`src/rtl/rd53_afe_to_pkg.sv`:
```
// Shared types and constants for the RD53 time-over-threshold (TO) front-end controller.
//   az_state_e  : auto-zero sequencer states
//   TOT_W       : ToT counter width
//   TOT_MAX     : ToT saturation value
//   tot_sat_inc : saturating ToT increment
package rd53_afe_to_pkg;

    localparam int unsigned TOT_W    = 4;
    localparam int unsigned TOT_MAX  = (2 ** TOT_W) - 1;
    localparam int unsigned AZ_CNT_W = 4;

    typedef logic [TOT_W-1:0] tot_t;

    // IDLE: S0=0 S1=0, AZ0: S0=1 S1=1, AZ1: S0=0 S1=1, GUARD: S0=0 S1=0
    typedef enum logic [1:0] {
        IDLE  = 2'd0,
        AZ0   = 2'd1,
        AZ1   = 2'd2,
        GUARD = 2'd3
    } az_state_e;

    function automatic tot_t tot_sat_inc(input tot_t v, input tot_t max_v);
        return (v >= max_v) ? v : v + 1'b1;
    endfunction

endpackage

```
`src/rtl/rd53_afe_to_if.sv`:
```
// TO digital interface between the controller and the analog front end.
//   s0, s1          : auto-zero phase controls (controller -> AFE)
//   power_down_to   : power-down (controller -> AFE)
//   delay_in_to     : delay-line stimulus (controller -> AFE)
//   delay_out_to    : delay-line return (AFE -> controller)
//   voutp_to/voutn_to : differential latch outputs, asynchronous (AFE -> controller)
interface rd53_afe_to_if;

    logic s0;
    logic s1;
    logic power_down_to;
    logic delay_in_to;
    logic delay_out_to;
    logic voutp_to;
    logic voutn_to;

    modport fe_control (
        output s0, s1, power_down_to, delay_in_to,
        input  delay_out_to, voutp_to, voutn_to
    );

    modport afe (
        input  s0, s1, power_down_to, delay_in_to,
        output delay_out_to, voutp_to, voutn_to
    );

endinterface

```
`src/rtl/rd53_afe_to_tot_cnt.sv`:
```
// Discriminator synchronizer, edge detection, ToT counter and fast-mode fine-time capture.
//   voutp/voutn   : raw latch outputs (asynchronous)
//   accept_c      : a rising edge may start a measurement this cycle
//   abort         : discard any measurement in progress (power-down)
//   fast_en       : enable delay-line stimulus and fine capture
//   delay_out     : delay-line return
//   tot_busy_c    : measurement active or starting this cycle
//   delay_in      : one-cycle delay-line stimulus at an accepted rising edge
//   hit_valid/hit_tot/hit_fine : one-cycle hit result, zero outside the strobe
module rd53_afe_to_tot_cnt #(
    parameter int unsigned TOT_MAX = rd53_afe_to_pkg::TOT_MAX
) (
    input  logic                            clk,
    input  logic                            reset_b,
    input  logic                            voutp,
    input  logic                            voutn,
    input  logic                            accept_c,
    input  logic                            abort,
    input  logic                            fast_en,
    input  logic                            delay_out,
    output logic                            tot_busy_c,
    output logic                            delay_in,
    output logic                            hit_valid,
    output logic [rd53_afe_to_pkg::TOT_W-1:0] hit_tot,
    output logic                            hit_fine
);
    import rd53_afe_to_pkg::*;

    logic sync1;
    logic disc;
    logic disc_d;
    logic active;
    logic fine_cap;
    tot_t cnt;

    logic rise_c;
    logic fall_c;
    logic rise_ok_c;
    logic fine_now_c;

    assign rise_c     = disc & ~disc_d;
    assign fall_c     = ~disc & disc_d;
    assign rise_ok_c  = rise_c & accept_c;
    assign tot_busy_c = active | rise_ok_c;
    // Delay-line return may land in the same cycle as a one-cycle hit's falling edge
    assign fine_now_c = delay_in ? delay_out : fine_cap;

    // Synchronizer, measurement and hit emission
    always_ff @(posedge clk or negedge reset_b) begin
        if (!reset_b) begin
            sync1     <= 1'b0;
            disc      <= 1'b0;
            disc_d    <= 1'b0;
            active    <= 1'b0;
            cnt       <= '0;
            fine_cap  <= 1'b0;
            delay_in  <= 1'b0;
            hit_valid <= 1'b0;
            hit_tot   <= '0;
            hit_fine  <= 1'b0;
        end else begin
            sync1     <= voutp & ~voutn;
            disc      <= sync1;
            disc_d    <= disc;
            delay_in  <= 1'b0;
            hit_valid <= 1'b0;
            hit_tot   <= '0;
            hit_fine  <= 1'b0;
            if (abort) begin
                active   <= 1'b0;
                cnt      <= '0;
                fine_cap <= 1'b0;
            end else if (active) begin
                if (fall_c) begin
                    hit_valid <= 1'b1;
                    hit_tot   <= cnt;
                    hit_fine  <= fast_en & fine_now_c;
                    active    <= 1'b0;
                    cnt       <= '0;
                    fine_cap  <= 1'b0;
                end else begin
                    cnt <= tot_sat_inc(cnt, TOT_W'(TOT_MAX));
                    if (delay_in) begin
                        fine_cap <= delay_out;
                    end
                end
            end else if (rise_ok_c) begin
                active   <= 1'b1;
                cnt      <= TOT_W'(1);
                delay_in <= fast_en;
                fine_cap <= 1'b0;
            end
        end
    end

endmodule

```
`src/rtl/rd53_afe_to_fe_ctrl.sv`:
```
// RD53 TO front-end controller: auto-zero sequencer, power-down and hit ToT measurement.
//   clk, reset_b   : block clock, asynchronous active-low reset
//   power_down_cfg : power down the front end (registered to power_down_to)
//   fast_en        : enable fast-mode delay-line path
//   az_req         : single-cycle auto-zero request
//   to_if          : TO digital interface, fe_control side
//   hit_valid/hit_tot/hit_fine : hit result strobe and payload
//   az_busy        : auto-zero pending or running
module rd53_afe_to_fe_ctrl #(
    parameter int unsigned AZ_S0_CYCLES = 2,
    parameter int unsigned AZ_S1_CYCLES = 4,
    parameter int unsigned TOT_MAX      = rd53_afe_to_pkg::TOT_MAX
) (
    input  logic                              clk,
    input  logic                              reset_b,
    input  logic                              power_down_cfg,
    input  logic                              fast_en,
    input  logic                              az_req,
    rd53_afe_to_if.fe_control                 to_if,
    output logic                              hit_valid,
    output logic [rd53_afe_to_pkg::TOT_W-1:0] hit_tot,
    output logic                              hit_fine,
    output logic                              az_busy
);
    import rd53_afe_to_pkg::*;

    az_state_e             state;
    az_state_e             state_nxt;
    logic [AZ_CNT_W-1:0]   az_cnt;
    logic [AZ_CNT_W-1:0]   az_cnt_nxt;
    logic                  pending;
    logic                  pending_nxt;
    logic                  pd;
    logic                  s0;
    logic                  s1;
    logic                  accept_c;
    logic                  tot_busy_c;

    assign to_if.s0            = s0;
    assign to_if.s1            = s1;
    assign to_if.power_down_to = pd;

    // Hits are only measured while the front end is idle and powered
    assign accept_c = (state == IDLE) && !pd;

    // Auto-zero next state; requests merge into a single pending flag
    always_comb begin
        state_nxt   = state;
        az_cnt_nxt  = az_cnt;
        pending_nxt = pending | az_req;
        if (pd) begin
            state_nxt   = IDLE;
            az_cnt_nxt  = '0;
            pending_nxt = 1'b0;
        end else begin
            case (state)
                IDLE: begin
                    // Wait for any ToT measurement (including one starting now) to finish
                    if (pending && !tot_busy_c) begin
                        state_nxt   = AZ0;
                        az_cnt_nxt  = '0;
                        pending_nxt = 1'b0;
                    end
                end
                AZ0: begin
                    if (az_cnt == AZ_CNT_W'(AZ_S0_CYCLES - 1)) begin
                        state_nxt  = AZ1;
                        az_cnt_nxt = '0;
                    end else begin
                        az_cnt_nxt = az_cnt + 1'b1;
                    end
                end
                AZ1: begin
                    if (az_cnt == AZ_CNT_W'(AZ_S1_CYCLES - 1)) begin
                        state_nxt  = GUARD;
                        az_cnt_nxt = '0;
                    end else begin
                        az_cnt_nxt = az_cnt + 1'b1;
                    end
                end
                GUARD: begin
                    state_nxt  = IDLE;
                    az_cnt_nxt = '0;
                end
                default: begin
                    state_nxt  = IDLE;
                    az_cnt_nxt = '0;
                end
            endcase
        end
    end

    // State register with outputs decoded from the next state
    always_ff @(posedge clk or negedge reset_b) begin
        if (!reset_b) begin
            state   <= IDLE;
            az_cnt  <= '0;
            pending <= 1'b0;
            pd      <= 1'b1;
            s0      <= 1'b0;
            s1      <= 1'b0;
            az_busy <= 1'b0;
        end else begin
            state   <= state_nxt;
            az_cnt  <= az_cnt_nxt;
            pending <= pending_nxt;
            pd      <= power_down_cfg;
            s0      <= (state_nxt == AZ0);
            s1      <= (state_nxt == AZ0) || (state_nxt == AZ1);
            az_busy <= pending_nxt || (state_nxt != IDLE);
        end
    end

    rd53_afe_to_tot_cnt #(
        .TOT_MAX (TOT_MAX)
    ) u_tot_cnt (
        .clk        (clk),
        .reset_b    (reset_b),
        .voutp      (to_if.voutp_to),
        .voutn      (to_if.voutn_to),
        .accept_c   (accept_c),
        .abort      (pd),
        .fast_en    (fast_en),
        .delay_out  (to_if.delay_out_to),
        .tot_busy_c (tot_busy_c),
        .delay_in   (to_if.delay_in_to),
        .hit_valid  (hit_valid),
        .hit_tot    (hit_tot),
        .hit_fine   (hit_fine)
    );

endmodule

```
`src/flat_wrapper.sv`:
```
// flat-port wrapper written by rule: the top's interface ports become plain ports
module rd53_afe_to_fe_ctrl_flat import rd53_afe_to_pkg::*;
#(
    parameter int unsigned AZ_S0_CYCLES = 2,
    parameter int unsigned AZ_S1_CYCLES = 4,
    parameter int unsigned TOT_MAX      = rd53_afe_to_pkg::TOT_MAX
)
  (clk, reset_b, power_down_cfg, fast_en, az_req, hit_valid, hit_tot, hit_fine, az_busy, to_if_s0, to_if_s1, to_if_power_down_to, to_if_delay_in_to, to_if_delay_out_to, to_if_voutp_to, to_if_voutn_to);
  rd53_afe_to_if to_if_i ();
  input  logic clk;
  input  logic reset_b;
  input  logic power_down_cfg;
  input  logic fast_en;
  input  logic az_req;
  output logic hit_valid;
  output logic [rd53_afe_to_pkg::TOT_W-1:0] hit_tot;
  output logic hit_fine;
  output logic az_busy;
  output wire logic [$bits(to_if_i.s0)-1:0] to_if_s0;
  output wire logic [$bits(to_if_i.s1)-1:0] to_if_s1;
  output wire logic [$bits(to_if_i.power_down_to)-1:0] to_if_power_down_to;
  output wire logic [$bits(to_if_i.delay_in_to)-1:0] to_if_delay_in_to;
  input wire logic [$bits(to_if_i.delay_out_to)-1:0] to_if_delay_out_to;
  input wire logic [$bits(to_if_i.voutp_to)-1:0] to_if_voutp_to;
  input wire logic [$bits(to_if_i.voutn_to)-1:0] to_if_voutn_to;
  assign to_if_s0 = to_if_i.s0;
  assign to_if_s1 = to_if_i.s1;
  assign to_if_power_down_to = to_if_i.power_down_to;
  assign to_if_delay_in_to = to_if_i.delay_in_to;
  assign to_if_i.delay_out_to = to_if_delay_out_to;
  assign to_if_i.voutp_to = to_if_voutp_to;
  assign to_if_i.voutn_to = to_if_voutn_to;
  rd53_afe_to_fe_ctrl #(.AZ_S0_CYCLES(AZ_S0_CYCLES), .AZ_S1_CYCLES(AZ_S1_CYCLES), .TOT_MAX(TOT_MAX)) u_core (.clk(clk), .reset_b(reset_b), .power_down_cfg(power_down_cfg), .fast_en(fast_en), .az_req(az_req), .to_if(to_if_i), .hit_valid(hit_valid), .hit_tot(hit_tot), .hit_fine(hit_fine), .az_busy(az_busy));
endmodule
```
`config.mk`:
```
export PLATFORM = sky130hd
export DESIGN_NAME = rd53_afe_to_fe_ctrl_flat
export DESIGN_NICKNAME = d
export VERILOG_FILES = /design/src/rtl/rd53_afe_to_pkg.sv /design/src/rtl/rd53_afe_to_if.sv /design/src/rtl/rd53_afe_to_tot_cnt.sv /design/src/rtl/rd53_afe_to_fe_ctrl.sv /design/src/flat_wrapper.sv
export SDC_FILE = /design/constraint.sdc
export NUM_CORES = 1
export LEC_CHECK = 0
export CORE_MARGIN = 2
export CORE_UTILIZATION = 38
export DETAILED_ROUTE_END_ITERATION = 7
export PLACE_DENSITY_LB_ADDON = 0.1
export SYNTH_ARGS = -nofsm -noshare
export SYNTH_HDL_FRONTEND = slang
export SYNTH_HIERARCHICAL = 1
export SYNTH_SLANG_ARGS = --single-unit
```
`constraint.sdc`:
```
create_clock -name clk -period 2.4 [get_ports clk]
set_clock_uncertainty 0.05 [all_clocks]
set_input_delay 0.72 -clock clk [delete_from_list [all_inputs] [get_ports clk]]
set_output_delay 0.72 -clock clk [all_outputs]
set_load 0.02 [all_outputs]
```
* Word level (Yosys, flattened, before mapping)
Index checks and enable logic that the tools add are counted.
** Storage, ports and cells
- Bits in registers :: 27
- Output and inout bits :: 11
- Logic and storage cells :: 88
** Cells by class
- $add $sub $neg :: 2
- Magnitude comparators :: 1
- Eq/ne operators :: 9
- Mux-type cells :: 39
- Bitwise operators :: 10
- Reduce and logical (&&, ||, !) cells :: 10
** Operator list (number)
- 2-to-1 mux 4 bit :: 12
- 2-to-1 mux 1 bit :: 21
- case mux 4 bit (4 select lines) :: 1
- adder 4 x 1 -> 4 bit, second input constant :: 2
- 2-to-1 mux 2 bit :: 4
- case mux 2 bit (4 select lines) :: 1
- equality test 2 bit, second input constant :: 3
- bitwise AND 1 bit :: 5
- equality test 2 x 1 -> 1 bit, second input constant :: 2
- equality test 4 x 1 -> 1 bit, second input constant :: 1
- equality test 4 x 2 -> 1 bit, second input constant :: 1
- >= comparator 4 bit, second input constant :: 1
- != test 4 x 3 -> 1 bit, second input constant :: 1
- != test 3 x 2 -> 1 bit, second input constant :: 1
- inverter 1 bit :: 3
- nonzero test 3 bit :: 1
- logical AND 1 bit :: 2
- logical NOT 1 bit :: 2
- logical NOT 2 bit :: 1
- logical OR 1 bit :: 2
- OR 1 bit :: 2
- AND reduction 2 bit :: 1
- nonzero test 2 bit :: 1

* Depth between registers and ports, before layout
- Depth after elaboration :: 11
- Mapped depth :: 11

* Modules after synthesis
The synthesis kept the hierarchy.
** Modules (own cells, without submodules)
- rd53_afe_to_tot_cnt :: instances 1, cells an instance 61, area each 699.4 µm², seq. area each 400.4 µm²
- rd53_afe_to_fe_ctrl :: instances 1, cells an instance 62, area each 628.1 µm², seq. area each 276.5 µm²

* Least setup slack after synthesis
No wires, ideal clock.
- Kind :: register -> register
- Start point :: reg u_core.state[0]
- End point :: reg u_core.s1, in the netlist u_core/to_if.s1
- Data arrival time :: 2.109 ns
- Required time :: 2.224 ns
- Setup slack :: 0.115 ns
- Stages on the path, launching flop included :: 11
- Buffers on the path :: 1
- Period minus slack after synthesis :: 2.285 ns
- Path through :: dfrtp_1 > inv_1 > ha_1 > nor2b_1 > and3b_1 > buf_2 > or2_2 > nand2b_1 > a21boi_0 > or3_1 > ha_1
** On the way
- Cells in the longest elaborated chain, start to end :: 11
- Elaborated cells between the ends (all ways) :: 17
- Classes of those cells :: eq/ne: 5; mux: 5; bitwise: 2; reduce/logical: 5
** RTL lines
- start, declared :: line rd53_afe_to_fe_ctrl.sv:27 : az_state_e state;
- start signal, assigned :: line rd53_afe_to_fe_ctrl.sv:104 : state <= state_nxt;
- logical NOT 2 bit * :: line rd53_afe_to_fe_ctrl.sv:44 : assign accept_c = (state == IDLE) && !pd;
- logical AND 1 bit * :: line rd53_afe_to_fe_ctrl.sv:44
- via u_core.accept_c :: line rd53_afe_to_fe_ctrl.sv:36 : logic accept_c;
- bitwise AND 1 bit * :: line rd53_afe_to_tot_cnt.sv:43 : assign rise_ok_c = rise_c & accept_c;
- OR 1 bit * :: line rd53_afe_to_tot_cnt.sv:44 : assign tot_busy_c = active | rise_ok_c;
- via u_core.tot_busy_c :: line rd53_afe_to_fe_ctrl.sv:37 : logic tot_busy_c;
- logical NOT 1 bit * :: line rd53_afe_to_fe_ctrl.sv:59 : if (pending && !tot_busy_c) begin
- logical AND 1 bit * :: line rd53_afe_to_fe_ctrl.sv:59
- 2-to-1 mux 2 bit * :: line rd53_afe_to_fe_ctrl.sv:59
- case mux 2 bit (4 select lines) * :: line rd53_afe_to_fe_ctrl.sv:56 : case (state)
- 2-to-1 mux 2 bit * :: line rd53_afe_to_fe_ctrl.sv:51 : if (pd) begin
- equality test 2 x 1 -> 1 bit / equality test 2 bit (equally long branches) :: line rd53_afe_to_fe_ctrl.sv:109 : s1 <= (state_nxt == AZ0) || (state_nxt == AZ1);
- logical OR 1 bit * :: line rd53_afe_to_fe_ctrl.sv:109
- end signal, assigned :: line rd53_afe_to_fe_ctrl.sv:109
- end, declared :: line rd53_afe_to_fe_ctrl.sv:35 : logic s1;
The timed path passes the listed nets; every way through them passes the cells marked *.
A chain may end at the register's enable or synchronous reset.

* Worst setup path after layout
- Start point :: reg u_core.pd, in the netlist u_core/to_if.power_down_to
- End point :: out to_if_power_down_to
** RTL lines
- start, declared :: line rd53_afe_to_fe_ctrl.sv:33 : logic pd;
- start signal, assigned :: line rd53_afe_to_fe_ctrl.sv:107 : pd <= power_down_cfg;
- end, declared :: line flat_wrapper.sv:21 : output wire logic [$bits(to_if_i.power_down_to)-1:0] to_if_power_down_to;
No word-level cell between the ends.

==> qor.txt <==
Yosys warning count = 6
GRT Total Usage = 0.143
Slew @ Worst Pin = 0.495 ns
register area share after synthesis = 0.510
Max Cap Viol = 0
Largest stage delay, worst path = 0.62 ns
pin count of the biggest net entering global routing = 28
most common cell after layout, fill and taps aside = dfrtp_1
flops & latches, synth = 27
gate count after technology mapping = 123
clock sink count = 27
ANT cells = 0
Final min period = 2.32 ns
Internal = 0.000751 W
adder-cell area share of the yosys netlist = 0.0848
TritonRoute pass-1 iters = 4
Root Buffer = clkbuf_4
TritonCTS buffer count = 3
placed cell count = 186
Fin. Hold Viols = 0
Die Area = 3980 sq um
CP arrival = 1.55 ns
clk slew on worst S/H paths = 0.13 ns
CP Cell Sequence = clkdlybuf4s50_1
Pins Over Slew Limit = 0
Clk Latency, worst-skew pair = 0.32 ns
H-tree depth = 1
pwr dens = 700 nW/um^2
XOR/XNOR Fraction of Synth Area = 0
Post-Syn Area per Cell = 10.8 sq um
crit path launch type = register
Yosys cell types = 41
CP max stage cell = dfstp_2
area of the multi-input gates = 602 sq um
crit path capture type = primary output
Die Span Y = 63.1 um
CTS Buffer Depth = 2
Core ar. = 3340 sq um
ys async rst share = 1.00
synth-to-layout area growth = 21.4%
power share of the clock group = 0.169
final cell count without fillers = 191
number of synthesized flops with an enable pin = 0
ANT nets after route = 0
TNS Setup = 0 ns
vias in the first global route = 1005
R2R setup slack = 0.13 ns
slew margin rel. = 0.669
fraction of layout cells with a size suffix above 1 = 0.103
residual DRC count = 0
gr ovfl total = 0
main combinational cell family by area after synthesis = compound AO/OA/AOI/OAI gates
CP bufs+invs = 1
mux cell area share after synthesis = 0.0160
CP Max Fanout = 4
ys flop type = dfrtp_1
width of the die = 63.1 um
part of the power in combinational logic = 0.353
Sequential Power Share = 0.478
highest clock rate = 431 MHz
flip-flop and latch area = 677 sq um
most frequent cells in the layout = 26 x dfrtp_1, 18 x clkdlybuf4s50_1, 10 x inv_1
vias per cell = 5.15
switching pwr = 0.000376 W
Netlist Area Pre-Place = 1330 sq um
post-DP HPWL = 1910 um
compound-gate portion of the synthesized area = 0.180
P_leak = 0.713 nW
I/O pin count = 19
CTS tree = yes
RePlAce Congestion = 0.884
critical path's top delay family = flip-flops
period utilization = 0.966
RSZ-0062 raised after global routing = no
final net count = 163
first-pass GRT wire length = 4510 um
Iter 0 DRT Violations = 60
Total Wirelength = 2500 um
WL/cell = 13.1 um
Setup violations, final = 0
outcome = complete, no violations
critical path class = reg2out
VDD IR max = 0.000389 V
Initial Utilization = 0.398
post-synthesis simple-gate area fraction = 0.161
switching share of power = 0.334
row cnt = 21
antenna violations before repair = 0
Synth Net Count = 140
Worst Hold Class = reg2reg
# port buffers = 18
fillers = 317
Required @ worst endpoint = 1.63 ns
detailed-route via count = 984
-- worst paths after layout --
| path | from | cells past startpoint | to |
|---|---|---|---|
| setup reg to reg | u_core/state[1] | 9 | u_core/to_if.s1 |
| setup / recovery | u_core/to_if.power_down_to | 1 | to_if_power_down_to |
| max in group asynchronous | reset_b | 2 | u_core/to_if.power_down_to |
| hold / removal | u_core/u_tot_cnt/sync1 | 0 | u_core/u_tot_cnt/disc |
| hold reg to reg | u_core/u_tot_cnt/sync1 | 0 | u_core/u_tot_cnt/disc |
| min in group asynchronous | reset_b | 2 | u_core/u_tot_cnt/fine_cap |
-- flip-flops by register name (all words and copies together), names as in the netlist, 2 cells and up --
register and cells:
u_core/state 2, u_core/u_tot_cnt/cnt 4, u_core/az_cnt 4, u_core/u_tot_cnt/hit_tot 4
-- stage by stage --
step / setup slack, ns / utilization / instance area, sq um / hold WS, ns / total power, W
after detailed placement: 0.0655 / 0.468 / 1560 / 0.291 / 0.000921
after floorplan: 0.115 / - / 1330 / 0.281 / 0.000792
after global routing: 0.0000924 / 0.483 / 1610 / 0.339 / 0.00122
after global placement: 0.169 / 0.468 / 1560 / 0.283 / 0.000900
after CTS: 0.0355 / 0.476 / 1590 / 0.323 / 0.00111
final: 0.0813 / 0.483 / 1610 / 0.317 / 0.00113
-- per-layer routing --
metal | global-route usage | up-vias | wire length, um
met3 | 0.0268 | 2 | 114
met4 | 0.0611 | 0 | 19
met1 | 0.178 | 476 | 1060
li1 | - | 487 | -
met2 | 0.241 | 19 | 1300
met5 | 0 | - | 0
-- Yosys cell counts, types with 2 or more instances --
library cell	n	area, sq um
nor3_1	5	25.0
nor2b_1	4	25.0
a2bb2oi_1	2	17.5
nand2_1	4	15.0
and3_1	3	18.8
o32ai_1	3	26.3
o21ai_0	4	20.0
buf_2	3	15.0
a32o_1	2	20.0
a21oi_1	4	20.0
inv_1	10	37.5
nand2b_1	5	31.3
a21o_1	2	15.0
nor2_1	7	26.3
a211oi_1	3	22.5
nand3_1	3	15.0
a31oi_1	2	12.5
dfrtp_1	26	651
ha_1	9	113
-- what timing repair did --
action,4_1_cts,5_1_grt
setup endpoints to repair,0,3
hold buffers,0,0
setup buffers,0,1
gates resized for setup,0,4
-- power groups by stage --
stage	sequential (W)	combinational [W]	clock, W
after floorplan	0.000569	0.000223	0
after global placement	0.000544	0.000357	0
after detailed placement	0.000547	0.000373	0
after CTS	0.000538	0.000374	0.000203
after global routing	0.000546	0.000447	0.000224
final	0.000539	0.000398	0.000190
-- cells by family (layout without fill, tap and decap cells) --
| kind of cell | after synthesis | after routing |
|---|---|---|
| and+or+nand+nor | 39 | 39 |
| AOI/OAI and AO/OA | 32 | 32 |
| muxes | 2 | 2 |
| adders and majority gates | 9 | 9 |
| buffers and inverters | 14 | 36 |
| DFF | 27 | 27 |
-- layout make-up --
type / count / share of cell area
sequential: 27 / 0.420
multi-input combinational: 82 / 0.373
timing repair buffer: 22 / 0.130
tap: 46 / 0.0357
inverter: 10 / 0.0233
clock buffer: 3 / 0.0140
clock inverter: 1 / 0.00311
Power figures use the tool's default switching activity.
